--- config.mk ---
export PLATFORM = sky130hd
export DESIGN_NAME = alu_share_ctrl
export DESIGN_NICKNAME = d
export VERILOG_FILES = /design/src/rtl/alu_share_ctrl.sv
export SDC_FILE = /design/constraint.sdc
export NUM_CORES = 1
export LEC_CHECK = 0
export CAP_MARGIN = 0
export CORE_ASPECT_RATIO = 0.75
export CORE_MARGIN = 2
export CORE_UTILIZATION = 40
export CTS_CLUSTER_SIZE = 12
export DETAILED_ROUTE_END_ITERATION = 16
export DONT_BUFFER_PORTS = 1
export PLACE_DENSITY = 0.63
export SYNTH_ARGS = -nofsm -noshare
export SYNTH_HDL_FRONTEND = slang
export SYNTH_SLANG_ARGS = --single-unit
--- constraint.sdc ---
create_clock -name clk -period 2.05 [get_ports clk]
set_input_delay 0.3075 -clock clk [delete_from_list [all_inputs] [get_ports clk]]
set_output_delay 0.3075 -clock clk [all_outputs]
set_load 0.01 [all_outputs]
--- src/rtl/alu_share_ctrl.sv ---
// Shares one 4-bit ALU between two valid/ready requesters (round-robin or fixed priority).
// Accept -> result visible two cycles later; result held until rsp_ready, no accepts meanwhile.

module alu_4bit (
  input  logic [2:0] op_i,
  input  logic [3:0] a_i,
  input  logic [3:0] b_i,
  output logic [3:0] res_o,
  output logic       zero_o,
  output logic       overflow_o,
  output logic       carry_o
);
  logic [4:0] sum;
  logic [4:0] dif;

  assign sum = {1'b0, a_i} + {1'b0, b_i};
  assign dif = {1'b0, a_i} + {1'b0, ~b_i} + 5'd1;

  always_comb begin
    res_o      = 4'd0;
    zero_o     = 1'b0;
    overflow_o = 1'b0;
    carry_o    = 1'b0;
    case (op_i)
      3'b000: begin
        res_o      = sum[3:0];
        carry_o    = sum[4];
        overflow_o = (a_i[3] == b_i[3]) && (sum[3] != a_i[3]);
        zero_o     = (sum[3:0] == 4'd0);
      end
      3'b001: begin
        res_o      = dif[3:0];
        carry_o    = dif[4];
        overflow_o = (a_i[3] == ~b_i[3]) && (dif[3] != a_i[3]);
        zero_o     = (dif[3:0] == 4'd0);
      end
      3'b010:  res_o = ~a_i;
      3'b011:  res_o = a_i & b_i;
      3'b100:  res_o = a_i | b_i;
      3'b101:  res_o = a_i ^ b_i;
      3'b110:  res_o = (a_i < b_i) ? 4'd1 : 4'd0;
      default: res_o = (a_i == b_i) ? 4'd1 : 4'd0;
    endcase
  end
endmodule

module alu_share_ctrl #(
  parameter bit RR = 1'b1
) (
  input  logic       clk,
  input  logic       rst,
  input  logic       req0_valid,
  output logic       req0_ready,
  input  logic [2:0] req0_op,
  input  logic [3:0] req0_a,
  input  logic [3:0] req0_b,
  input  logic       req1_valid,
  output logic       req1_ready,
  input  logic [2:0] req1_op,
  input  logic [3:0] req1_a,
  input  logic [3:0] req1_b,
  output logic       rsp_valid,
  input  logic       rsp_ready,
  output logic       rsp_id,
  output logic [3:0] rsp_res,
  output logic       rsp_zero,
  output logic       rsp_overflow,
  output logic       rsp_carry,
  output logic       busy
);
  typedef enum logic [1:0] {IDLE, EXEC, RESP} state_e;

  state_e     state_q, state_d;
  logic       last_grant_q;
  logic [2:0] op_q;
  logic [3:0] a_q, b_q;
  logic       id_q;
  logic       rsp_valid_q, rsp_id_q, rsp_zero_q, rsp_overflow_q, rsp_carry_q;
  logic [3:0] rsp_res_q;

  logic       grant;
  logic       accept;
  logic [3:0] alu_res;
  logic       alu_zero, alu_overflow, alu_carry;

  // With no contention the lone valid requester wins; grant is only meaningful when accept is high.
  always_comb begin
    if (req0_valid && req1_valid) grant = RR ? ~last_grant_q : 1'b0;
    else                          grant = ~req0_valid;
  end

  assign accept     = (state_q == IDLE) && (req0_valid || req1_valid);
  assign req0_ready = accept && !grant;
  assign req1_ready = accept && grant;
  assign busy       = (state_q != IDLE);

  always_comb begin
    state_d = state_q;
    case (state_q)
      IDLE:    if (accept) state_d = EXEC;
      EXEC:    state_d = RESP;
      RESP:    if (rsp_ready) state_d = IDLE;
      default: state_d = IDLE;
    endcase
  end

  always_ff @(posedge clk) begin
    if (rst) state_q <= IDLE;
    else     state_q <= state_d;
  end

  always_ff @(posedge clk) begin
    if (rst) begin
      last_grant_q   <= 1'b1;
      op_q           <= 3'd0;
      a_q            <= 4'd0;
      b_q            <= 4'd0;
      id_q           <= 1'b0;
      rsp_valid_q    <= 1'b0;
      rsp_id_q       <= 1'b0;
      rsp_res_q      <= 4'd0;
      rsp_zero_q     <= 1'b0;
      rsp_overflow_q <= 1'b0;
      rsp_carry_q    <= 1'b0;
    end else begin
      if (accept) begin
        op_q         <= grant ? req1_op : req0_op;
        a_q          <= grant ? req1_a  : req0_a;
        b_q          <= grant ? req1_b  : req0_b;
        id_q         <= grant;
        last_grant_q <= grant;
      end
      if (state_q == EXEC) begin
        rsp_valid_q    <= 1'b1;
        rsp_id_q       <= id_q;
        rsp_res_q      <= alu_res;
        rsp_zero_q     <= alu_zero;
        rsp_overflow_q <= alu_overflow;
        rsp_carry_q    <= alu_carry;
      end
      if (state_q == RESP && rsp_ready) rsp_valid_q <= 1'b0;
    end
  end

  // The ALU only ever sees the latched operands, so requesters may change inputs after accept.
  alu_4bit u_alu (
    .op_i       (op_q),
    .a_i        (a_q),
    .b_i        (b_q),
    .res_o      (alu_res),
    .zero_o     (alu_zero),
    .overflow_o (alu_overflow),
    .carry_o    (alu_carry)
  );

  assign rsp_valid    = rsp_valid_q;
  assign rsp_id       = rsp_id_q;
  assign rsp_res      = rsp_res_q;
  assign rsp_zero     = rsp_zero_q;
  assign rsp_overflow = rsp_overflow_q;
  assign rsp_carry    = rsp_carry_q;
endmodule

After elaboration in Yosys (flattened, before gate mapping)
Index checks and enable logic that the tools add are counted.
{ "word_totals": {"elab_cells": 68, "register_bits": 24, "out_inout_bits": 12, "inputBits": 27} }
{ "classes": {"n_eq_ne": 15, "magnitude_cmp": 1, "bitwise_logic": 8, "addsub": 3, "mux": 13, "reduce_logical": 16} }
{ "ops": {"columns": ["op", "n"], "rows": [
  ["4-bit one-hot mux with 7 select lines", 1],
  ["4-bit by 4-bit adder with 5-bit output", 2],
  ["3-bit equality test, second input constant", 3],
  ["4-bit logical NOT", 2],
  ["4-bit two-way mux", 2],
  ["4-bit NOT", 2],
  ["1-bit logical AND", 7],
  ["3-bit by 2-bit equality test with 1-bit output, second input constant", 2],
  ["1-bit one-hot mux with 2 select lines", 3],
  ["2-bit one-hot mux with 3 select lines", 1],
  ["5-bit by 1-bit adder with 5-bit output, second input constant", 1],
  ["4-bit AND", 1],
  ["4-bit equality test", 1],
  ["4-bit < comparator", 1],
  ["2-bit two-way mux", 2],
  ["2-bit != test, second input constant", 2],
  ["4-bit OR", 1],
  ["4-bit bitwise XOR", 1],
  ["3-bit by 1-bit equality test with 1-bit output, second input constant", 1],
  ["3-bit logical NOT", 1],
  ["1-bit two-way mux", 3],
  ["3-bit two-way mux", 1],
  ["1-bit NOT", 3],
  ["1-bit equality test", 2],
  ["9 further kinds", 10]
]} }

Logic depth before layout (Yosys ltp)
{ "logic_depth": {"word_depth": 6, "depth_mapped": 9, "mapped_depth_nobuf": 9} }

Hierarchy
Synthesis repeated with hierarchy kept, for this count alone.
{ "hier_totals": {"cells_unflattened": 222, "area_unflattened_um2": 1742.9} }
{ "by_module_without_submodules": {"columns": ["mod", "cells_each", "area_per_inst_um2", "instances"], "rows": [
  ["alu_share_ctrl", 124, 1024.7, 1],
  ["alu_4bit", 98, 718.2, 1]
]} }

Least setup slack after synthesis
Ideal clock, no wire load.
{ "synth_timing": {"path_type": "flip-flop to flip-flop", "start": "register a_q[0]", "end": "register rsp_res_q[1], in the netlist rsp_res[1]", "setup_ns": 0.134, "slack_ns": 0.202, "arrival_time_ns": 1.714, "path_stages_with_launch": 8, "period_less_slack_ns": 1.848, "t_required_ns": 1.916, "cell_sequence": "dfxtp_1 -> inv_1 -> ha_1 -> inv_1 -> fa_1 -> mux4_2 -> mux2i_1 -> a211oi_1"} }
{ "synth_between": {"elab_chain_cells": 3} }
{ "synth_rtl": {"columns": ["element", "line_no", "rtl"], "rows": [
  ["start, declared", "76", "logic [3:0] a_q, b_q;"],
  ["start signal, assigned", "128", "a_q <= grant ? req1_a : req0_a;"],
  ["4-bit by 4-bit adder with 5-bit output", "17", "assign dif = {1'b0, a_i} + {1'b0, ~b_i} + 5'd1;"],
  ["5-bit by 1-bit adder with 5-bit output", "17", null],
  ["4-bit one-hot mux with 7 select lines *", "24", "case (op_i)"],
  ["end signal, assigned", "136", "rsp_res_q <= alu_res;"],
  ["end, declared", "79", "logic [3:0] rsp_res_q;"]
]} }
Every way passes the cells marked *; elsewhere a longest branch is shown, timed or not.
A chain may end at the register's enable or synchronous reset.

Final worst setup path
Ends and elaborated chain as after synthesis.

==> metrics.md <==
| Metric | Value |
|---|---|
| R2R Setup Slk | 0.11 ns |
| Initial antenna violation count | 0 |
| Average cell area after synthesis | 8.29 um^2 |
| Vias after detailed routing | 1364 |
| Final Slew Violations | 0 |
| Required @ worst endpoint | 2.21 ns |
| Maximum number of pins on one net before global-route repair | 26 |
| GRT Residual Overflow | 0 |
| First-pass GRT wire length | 5890 um |
| Num Clock Sinks | 24 |
| Topmost layer with routed signal wires | met4 |
| Placer's final routability congestion estimate | 0.864 |
| Fraction of final layout cells sized beyond drive strength 1 | 10.2% |
| Non-Filler Cell Area, Final | 1670 um^2 |
| Post-route worst hold slack | 0.0975 ns |
| Type of destination of the critical path | flip-flop |
| Routed length per instance | 15.3 um |
| Critical path startpoint category | flip-flop |
| Metal-1 WL | 1820 um |
| Number of global-route vias before repair | 1209 |
| Effective utilization at floorplan | 42.4% |
| Critical path class | reg2reg |
| Area grow syn2layout | 5.45% |
| Prevailing post-synth register cell | sky130_fd_sc_hd__dfxtp_1 |
| P_leak | 0.673 nW |
| F_max | 516 MHz |
| Nets@finish | 230 |
| P per Cell Area | 763 nW/um^2 |
| Cell type with the highest aggregate area in the netlist | sky130_fd_sc_hd__dfxtp_1 |
| Start point of the worst hold path | rst |
| Post-placement worst setup slack | 0.0846 ns |
| Setup Fix Bufs, Post-CTS | 0 |
| Die height | 58.5 um |
| Post-detailed-route DRC marker count | 0 |
| Clock tree from TritonCTS | done |
| Sum of negative setup slack | 0 ns |
| First-iteration detailed-routing DRC count | 231 |
| Fraction of registers with async set/reset | 0% |
| Syn Nets | 232 |
| Least-Margin Pin Slew | 0.648 ns |
| Min-Delay Path Class | in2reg |
| Horizontal die dimension | 76.7 um |
| Diode count | 0 |
| Row count | 19 |
| GRT Resource Usage Total | 16.3% |
| Total standard cell area after synthesis | 1580 um^2 |
| Half-perimeter wire length of the detailed placement result | 2800 um |
| Max-slew headroom at the worst pin | 56.8% |
| Min-Delay Endpoint | a_q[0] |
| Commonest cells in the netlist | sky130_fd_sc_hd__nor2_1, sky130_fd_sc_hd__dfxtp_1, sky130_fd_sc_hd__inv_1 |
| Proportion of synthesized chip area in sequential cells | 30.3% |
| Total length of routed met3 wires | 362 um |
| Proportion of netlist area held by the largest area contributor | 30.3% |
| Clock period minus final worst setup slack | 1.94 ns |
| Synth top area cells | sky130_fd_sc_hd__dfxtp_1, sky130_fd_sc_hd__ha_1, sky130_fd_sc_hd__nor2_1 |
| Clock tree buffer depth | 2 |
| CTS Buf Count | 3 |
| Detailed route wirelength on metal2 | 1440 um |
| Placed cell area | 1630 um^2 |
| Cell count of the worst hold path | 1 |
| MaxCap Viol Count | 0 |
| Arr. time, crit path | 2.09 ns |
| Final setup margin | 0.113 ns |
| Setup clock skew after layout | 0.00280 ns |
| Core box area | 3730 um^2 |
| Antenna Violating Nets Remaining | 0 |
| Post-detailed-route via-to-cell ratio | 5.71 |
| Final hold violations | 0 |
| Die Footprint | 4480 um^2 |
| Post-synthesis cell type count | 40 |
| Final Core Density | 44.8% |
| Number of detailed-route iterations in the first pass | 5 |
| Highest fanout seen on the critical path | 4 |
| Skew-Pair Late Insertion Delay | 0.27 ns |
| Maximum vdd drop | 417 uV |
| CTS Root Cell | sky130_fd_sc_hd__clkbuf_8 |
| IO Count | 39 |
| Number of placed instances, taps included | 236 |
| Run status | finished, final reports clean |
| Share of the clock period used by the worst path after layout | 94.5% |
| Reg-to-Reg Start | a_q[0] |
| Library cell with the highest instance count after synthesis | sky130_fd_sc_hd__nor2_1 |
| Setup-violating endpoint count in the final report | 0 |
| Number of register bits inferred by synthesis | 24 |
| Worst Reg-to-Reg Cells | 7 |
| Port buffer count | 0 |
| Depth of the CTS H-tree | 1 |
| Instance count of the mapped netlist | 191 |
| Clock transition at the registers of the reported paths | 0.08 ns |
| Total Routed Length | 3650 um |
| RSZ-0062 raised after global routing | yes |
| Design Power | 1.27 mW |
| Number of non-filler instances in the completed layout | 239 |
| Number of warnings issued by yosys | 0 |
| Reg2reg end | rsp_res[1] |
| Number of enable flip-flop cells after synthesis | 0 |
-- power breakdown --
group | total [mW] | internal (mW) | switching [mW] | leakage, nW
Sequential | 0.578 | 0.511 | 0.0673 | 0.198
Combinational | 0.418 | 0.188 | 0.230 | 0.454
Clock | 0.278 | 0.132 | 0.147 | 0.0216
Total | 1.27 | 0.830 | 0.444 | 0.673
-- final cells by class --
cell class / instances / area (um^2)
well taps: 52 / 65.1
multi-input cells: 136 / 957
flip-flops and latches: 24 / 483
clock buffers: 3 / 41.3
inverters: 15 / 56.3
repair buffers: 9 / 67.6
fillers: 389 / 2060
-- what timing repair did --
item / CTS / global route
hold buffers: 0 / 0
endpoints found under the setup margin: 0 / 4
hold endpoints to repair: 0 / 0
resized for setup: 0 / 2
-- metal layers --
metal / vias to the layer above / GRT usage, %
li1: 671 / -
met3: 4 / 5.21
met5: - / 0
met1: 619 / 24.5
met2: 70 / 23.4
met4: 0 / 2.08
-- cell usage in the layout (no fill, tap or decap), types with 3 or more instances in the layout --
master / count
sky130_fd_sc_hd__ha_1: 12
sky130_fd_sc_hd__a21oi_1: 13
sky130_fd_sc_hd__o21ai_0: 6
sky130_fd_sc_hd__inv_1: 15
sky130_fd_sc_hd__nor3b_1: 5
sky130_fd_sc_hd__a211oi_1: 7
sky130_fd_sc_hd__clkbuf_8: 3
sky130_fd_sc_hd__nor3_1: 3
sky130_fd_sc_hd__nand2_1: 8
sky130_fd_sc_hd__a222oi_1: 11
sky130_fd_sc_hd__nor2_1: 35
sky130_fd_sc_hd__nand2b_1: 3
sky130_fd_sc_hd__buf_4: 9
sky130_fd_sc_hd__dfxtp_1: 22
-- flip-flops by register name, summed over array words and instances, names as in the netlist --
register / cells
a_q: 4
op_q: 3
state_q: 2
id_q: 1
last_grant_q: 1
rsp_res: 4
rsp_id: 1
rsp_overflow: 1
rsp_carry: 1
rsp_zero: 1
rsp_valid: 1
b_q: 4
-- critical path, cell delays in order, from the launching register on --
cell and delay, ns:
sky130_fd_sc_hd__dfxtp_2 0.36, sky130_fd_sc_hd__inv_1 0.07, sky130_fd_sc_hd__ha_1 0.21, sky130_fd_sc_hd__inv_1 0.08, sky130_fd_sc_hd__fa_1 0.43, sky130_fd_sc_hd__mux4_2 0.45, sky130_fd_sc_hd__mux2i_1 0.14, sky130_fd_sc_hd__a211oi_1 0.09
-- kinds of logic (layout without fill, tap and decap cells) --
| logic type | after synthesis | in the layout | synth area share [%] |
|---|---|---|---|
| and+or+nand+nor | 64 | 64 | 19.5 |
| AOI/OAI and AO/OA | 52 | 52 | 24.6 |
| buffers and inverters | 31 | 27 | 9.24 |
| DFF | 24 | 24 | 30.3 |
| adders and majority gates | 14 | 14 | 12.0 |
| xor gates and xnor gates | 3 | 3 | 1.66 |
| muxes | 3 | 3 | 2.69 |
-- worst max-delay path by stage --
stage | to | from | depth (start not counted)
after floorplan | rsp_res[1] | a_q[0] | 7
after detailed placement | rsp_res[1] | a_q[0] | 7
after global placement | rsp_res[1] | a_q[0] | 7
after global routing | rsp_res[1] | a_q[0] | 7
after CTS | rsp_res[1] | a_q[0] | 7
final | rsp_res[1] | a_q[0] | 7
(Power assumes the default switching activity.)
